--- src/rtl/button_debouncer.sv ---
// Push-button debouncer: synchronizer, 4-state qualification FSM and stability
// counter, producing a clean level plus one-cycle rise/fall pulses.
module button_debouncer #(
    parameter int SYNC_STAGES   = 2,
    parameter int STABLE_CYCLES = 1000000,
    parameter int CNT_WIDTH     = 20
) (
    input  logic clk,
    input  logic reset,
    input  logic btn_in,
    output logic btn_level,
    output logic btn_rise,
    output logic btn_fall,
    output logic busy
);

    typedef enum logic [1:0] {
        IDLE_LOW,
        WAIT_HIGH,
        IDLE_HIGH,
        WAIT_LOW
    } state_t;

    localparam logic [CNT_WIDTH-1:0] CNT_MAX = CNT_WIDTH'(STABLE_CYCLES - 1);

    logic [SYNC_STAGES-1:0] sync_q, sync_d;
    state_t                 state_q, state_d;
    logic [CNT_WIDTH-1:0]   cnt_q, cnt_d;
    logic                   level_q, level_d;
    logic                   rise_q, rise_d;
    logic                   fall_q, fall_d;
    logic                   busy_q, busy_d;
    logic                   sync;

    assign sync = sync_q[SYNC_STAGES-1];

    always_comb begin
        sync_d  = {sync_q[SYNC_STAGES-2:0], btn_in};
        state_d = state_q;
        cnt_d   = cnt_q;
        level_d = level_q;
        rise_d  = 1'b0;
        fall_d  = 1'b0;
        case (state_q)
            IDLE_LOW: begin
                if (sync) begin
                    state_d = WAIT_HIGH;
                    cnt_d   = '0;
                end
            end
            WAIT_HIGH: begin
                // Any low sample restarts qualification from scratch.
                if (!sync) begin
                    state_d = IDLE_LOW;
                    cnt_d   = '0;
                end else if (cnt_q == CNT_MAX) begin
                    state_d = IDLE_HIGH;
                    level_d = 1'b1;
                    rise_d  = 1'b1;
                    cnt_d   = '0;
                end else begin
                    cnt_d = cnt_q + CNT_WIDTH'(1);
                end
            end
            IDLE_HIGH: begin
                if (!sync) begin
                    state_d = WAIT_LOW;
                    cnt_d   = '0;
                end
            end
            WAIT_LOW: begin
                if (sync) begin
                    state_d = IDLE_HIGH;
                    cnt_d   = '0;
                end else if (cnt_q == CNT_MAX) begin
                    state_d = IDLE_LOW;
                    level_d = 1'b0;
                    fall_d  = 1'b1;
                    cnt_d   = '0;
                end else begin
                    cnt_d = cnt_q + CNT_WIDTH'(1);
                end
            end
            default: begin
                state_d = IDLE_LOW;
                cnt_d   = '0;
            end
        endcase
        busy_d = (state_d == WAIT_HIGH) || (state_d == WAIT_LOW);
    end

    always_ff @(posedge clk) begin
        if (reset) begin
            sync_q  <= '0;
            state_q <= IDLE_LOW;
            cnt_q   <= '0;
            level_q <= 1'b0;
            rise_q  <= 1'b0;
            fall_q  <= 1'b0;
            busy_q  <= 1'b0;
        end else begin
            sync_q  <= sync_d;
            state_q <= state_d;
            cnt_q   <= cnt_d;
            level_q <= level_d;
            rise_q  <= rise_d;
            fall_q  <= fall_d;
            busy_q  <= busy_d;
        end
    end

    assign btn_level = level_q;
    assign btn_rise  = rise_q;
    assign btn_fall  = fall_q;
    assign busy      = busy_q;

endmodule

--- config.mk ---
export PLATFORM = sky130hd
export DESIGN_NAME = button_debouncer
export DESIGN_NICKNAME = d
export VERILOG_FILES = /design/src/rtl/button_debouncer.sv
export SDC_FILE = /design/constraint.sdc
export NUM_CORES = 1
export LEC_CHECK = 0
export BUFFER_PORTS_ARGS = -buffer_cell sky130_fd_sc_hd__buf_2
export CAP_MARGIN = 20
export CELL_PAD_IN_SITES_DETAIL_PLACEMENT = 1
export CELL_PAD_IN_SITES_GLOBAL_PLACEMENT = 1
export CORE_ASPECT_RATIO = 1.5
export CORE_MARGIN = 5
export CORE_UTILIZATION = 45
export DETAILED_ROUTE_END_ITERATION = 10
export MAX_ROUTING_LAYER = met4
export PLACE_DENSITY = 0.87
export SETUP_SLACK_MARGIN = 0.3
export SYNTH_ARGS = -nofsm -noshare
export SYNTH_HDL_FRONTEND = slang
export SYNTH_SLANG_ARGS = --single-unit
--- constraint.sdc ---
create_clock -name clk -period 3.18 [get_ports clk]
set_clock_uncertainty 0.15 [all_clocks]
set_input_delay 0 -clock clk [delete_from_list [all_inputs] [get_ports clk]]
set_output_delay 0 -clock clk [all_outputs]
set_load 0.005 [all_outputs]
==> PnR_summary.wiki <==
{| class="wikitable"
! Metric !! Value
|-
| Outcome || finished clean
|-
| Internal power contribution || 437 µW
|-
| Row count || 24
|-
| Syn avg cell area || 8.86 µm²
|-
| # Max-Cap Violations || 0
|-
| HP Start || reset
|-
| Cells after synthesis || 151
|-
| WP buf/inv || 0
|-
| Relative max-transition margin || 52.9%
|-
| Worst-case vdd ir drop || 0.000251 V
|-
| TritonRoute pass-1 iters || 4
|-
| Depth of the worst register-to-register path || 6
|-
| Number of register bits inferred by synthesis || 27
|-
| Endpoint of the most critical register-to-register path || cnt_q[16]
|-
| # fillers || 363
|-
| End point of the worst hold path || sync_q[0]
|-
| Worst Max-Slew Pin Slew || 701 ps
|-
| Fin Hold WS || 43.4 ps
|-
| Clock net sink count || 27
|-
| Seq/Total Area, Yosys || 40.4%
|-
| Core Region || ~2900 µm²
|-
| Final estimated routing congestion in global placement || roughly 0.83
|-
| Fraction of power consumed by sequential logic || 61.3%
|-
| Largest stage delay on the critical path || 520 ps
|-
| # resized after CTS || 0
|-
| Most frequent standard cell in the layout excluding fill and tap cells || sky130_fd_sc_hd__dfxtp_1
|-
| Critical path cell sequence || ha_1, nand3_1, nor4_1, a21oi_2, nor2_2, nor3_1
|-
| Total DRC errors in the routed layout || 0
|-
| GR Util All Layers || between 10% and 20%
|-
| Filler-free cell count of the finished design || 195
|-
| Lkg Pwr || just under 0.5 nW
|-
| Root Buffer Master || sky130_fd_sc_hd__clkbuf_8
|-
| Clock tree from TritonCTS || yes
|-
| Total placed cells including tap cells || 190
|-
| Total routed wirelength || 3070 µm
|-
| Critical Path Stages || 6
|-
| H-tree depth || 1
|-
| Clock latency on the worst-skew pair || roughly 270 ps
|-
| Proportion of total power due to net switching || 21.9%
|-
| Total number of yosys warnings || 0
|-
| Critical Setup Path Class || register to register
|-
| Cell with the biggest individual delay on the critical path || sky130_fd_sc_hd__nor4_1
|-
| Post-route antenna net violation count || 0
|-
| Half-perimeter wire length of the detailed placement result || 2290 µm
|-
| Portion of total power attributed to combinational logic || 3.9%
|-
| Vias post-DR || 1091
|-
| Accumulated negative setup slack || 0 ps
|-
| Clock-pin transition on the worst setup and hold timing paths || about 90 ps
|-
| Diodes inserted || 0
|-
| Worst Setup Slack post-DPL || between 800 and 900 ps
|-
| Min-Delay Path Class || input pin to register
|-
| Endpoint type of the worst setup path || register
|-
| Kind of cell with the highest combined delay on the critical path || simple AND/OR/NAND/NOR gates
|-
| Fin. max-slew vios || 0
|-
| Post-route fraction of the period consumed by the critical path || about 76%
|-
| Via density per instance || 5.59
|-
| Synth Cell Area || 1340 µm²
|-
| Final global-route overflow total || 0
|-
| Layout area overhead || 7.67%
|-
| Overall die width || about 55 µm
|-
| R2R Path Start || cnt_q[0]
|-
| Commonest cells after routing, fill and taps aside || sky130_fd_sc_hd__dfxtp_1 (27), sky130_fd_sc_hd__nor3_1 (17), sky130_fd_sc_hd__nand2_1 (16)
|-
| Synth Flop Type || sky130_fd_sc_hd__dfxtp_1
|-
| Wirelength per Cell || about 16 µm
|-
| Pwr dens || 389 nW/µm²
|-
| Async set-reset flop share out of synthesis || 0%
|-
| Nets in the synthesized netlist || 155
|-
| Type of element launching the critical path || register
|-
| Number of global-route vias before repair || 1202
|-
| Hold violation count in the final report || 0
|-
| Total clock buffers created by CTS || 3
|-
| Effective utilization at floorplan || roughly 46%
|-
| Initial antenna violation count || 0
|-
| Critical Path AT || between 2000 and 2500 ps
|-
| Total setup violations reported at the end of the flow || 0
|-
| Ratio of cells with drive above 1 in the final layout || a little under an eighth
|-
| Number of buffers on the longest clock path || 2
|-
| RSZ-0062 raised after global routing || no
|-
| First-iteration detailed-routing DRC count || 21
|-
| Largest net degree at the start of global routing || 31
|-
| Final #Nets || 161
|-
| Final Worst Setup Slack || 774 ps
|-
| Critical-path maximum fanout || 12
|-
| Part of the power in the clock network || 34.8%
|-
| R2R setup slack || 770 ps
|-
| Post-synth EDFFs || 0
|-
| Net Switching || 123 µW
|-
| Die Span Y || 76.8 µm
|-
| Hold Path Depth || 2
|-
| Highest clock frequency the design can meet || 0.416 GHz
|-
| Post-route minimum period || 2410 ps
|-
| Area enclosed by the die boundary || 4190 µm²
|-
| Count of boundary I/O pins || 7
|-
| Port Buf Inserts || 6
|-
| Share of the core filled with cells || 50.0%
|-
| Required time reported for the critical path endpoint || 3170 ps
|-
| Global-route wire length before repair || between 5000 and 6000 µm
|-
| Number of distinct library cells after synthesis || 42
|}
worst max path at each step:
stage	startpoint	to	slack (ps)
3_3_place_gp	cnt_q[0]	cnt_q[11]	1030
3_5_place_dp	cnt_q[0]	cnt_q[16]	800
4_1_cts	cnt_q[0]	cnt_q[16]	780
2_1_floorplan	cnt_q[0]	cnt_q[4]	1270
5_1_grt	cnt_q[0]	cnt_q[13]	560
6_report	cnt_q[0]	cnt_q[16]	770
metal layers:
metal / up-vias / global-route usage [%] / wire length [µm]
li1: 550 / - / -
met1: 524 / 19.2 / 1300
met2: 10 / 29.9 / 1650
met3: 7 / 2.52 / 50
met4: 0 / 6.98 / 66
met5: - / - / 0
registers in the layout (all words and copies together) (netlist names):
name and flops:
sync_q 2, btn_rise 1, state_q 2, cnt_q 20
btn_level 1, btn_fall 1
final cells by class:
class	count	area (µm²)	area share, %
flip-flops and latches	27	541	37.5
repair buffers	7	40.0	2.78
well taps	39	48.8	3.39
clock buffers	4	45.0	3.13
multi-input cells	115	754	52.4
inverters	3	11.3	0.782
through the flow:
stage                     cell area, µm²  power, mW
final                               1440      0.560
after global placement              1390      0.372
after detailed placement            1390      0.372
after CTS                           1440      0.568
after floorplan                     1340      0.366
after global routing                1440      0.587
Yosys cell counts, types with 2 or more instances:
cell                       count  share of area, %
sky130_fd_sc_hd__nor2_1        6               1.7
sky130_fd_sc_hd__nor4_1        3               1.4
sky130_fd_sc_hd__inv_1         3              0.84
sky130_fd_sc_hd__nor2b_1       4               1.9
sky130_fd_sc_hd__a21oi_1       4               1.5
sky130_fd_sc_hd__xnor2_1       7               4.6
sky130_fd_sc_hd__o21ai_0       7               2.6
sky130_fd_sc_hd__mux2i_1       3               2.2
sky130_fd_sc_hd__nand4_1       3               1.4
sky130_fd_sc_hd__and3_1        4               1.9
sky130_fd_sc_hd__nor3b_1       3               1.7
sky130_fd_sc_hd__nand3_1       6               2.2
sky130_fd_sc_hd__a211oi_1      2               1.1
sky130_fd_sc_hd__a22oi_1       2               1.1
sky130_fd_sc_hd__and3b_1       3               2.0
sky130_fd_sc_hd__clkbuf_1      4               1.1
sky130_fd_sc_hd__dfxtp_1      27                40
sky130_fd_sc_hd__xor2_1        4               2.6
sky130_fd_sc_hd__nand2_1      16               4.5
sky130_fd_sc_hd__o31ai_1       2               1.1
sky130_fd_sc_hd__nor3_1       17               6.4
kinds of logic after synthesis:
logic type | share of synthesized area, %
AOI/OAI and AO/OA | 12.0
xor gates and xnor gates | 8.42
adders and majority gates | 0.935
buffers and inverters | 3.18
DFF | 40.4
muxes | 2.25
and+or+nand+nor | 32.8
repair_timing:
| item | 4_1_cts | 5_1_grt |
|---|---|---|
| endpoints found under the hold margin | 1 | 0 |
| hold buffers | 1 | 0 |
| buffers inserted | 0 | 0 |
| setup endpoints to repair | 0 | 0 |
power by group through the flow:
| stage | clock network [mW] | registers, mW | logic [mW] |
|---|---|---|---|
| after global placement | 0 | 0.351 | 0.0205 |
| after CTS | 0.202 | 0.343 | 0.0224 |
| after global routing | 0.219 | 0.344 | 0.0246 |
| after floorplan | 0 | 0.350 | 0.0152 |
| after detailed placement | 0 | 0.351 | 0.0212 |
| final | 0.195 | 0.343 | 0.0221 |
Note: power is estimated with default switching activity, not from simulation.
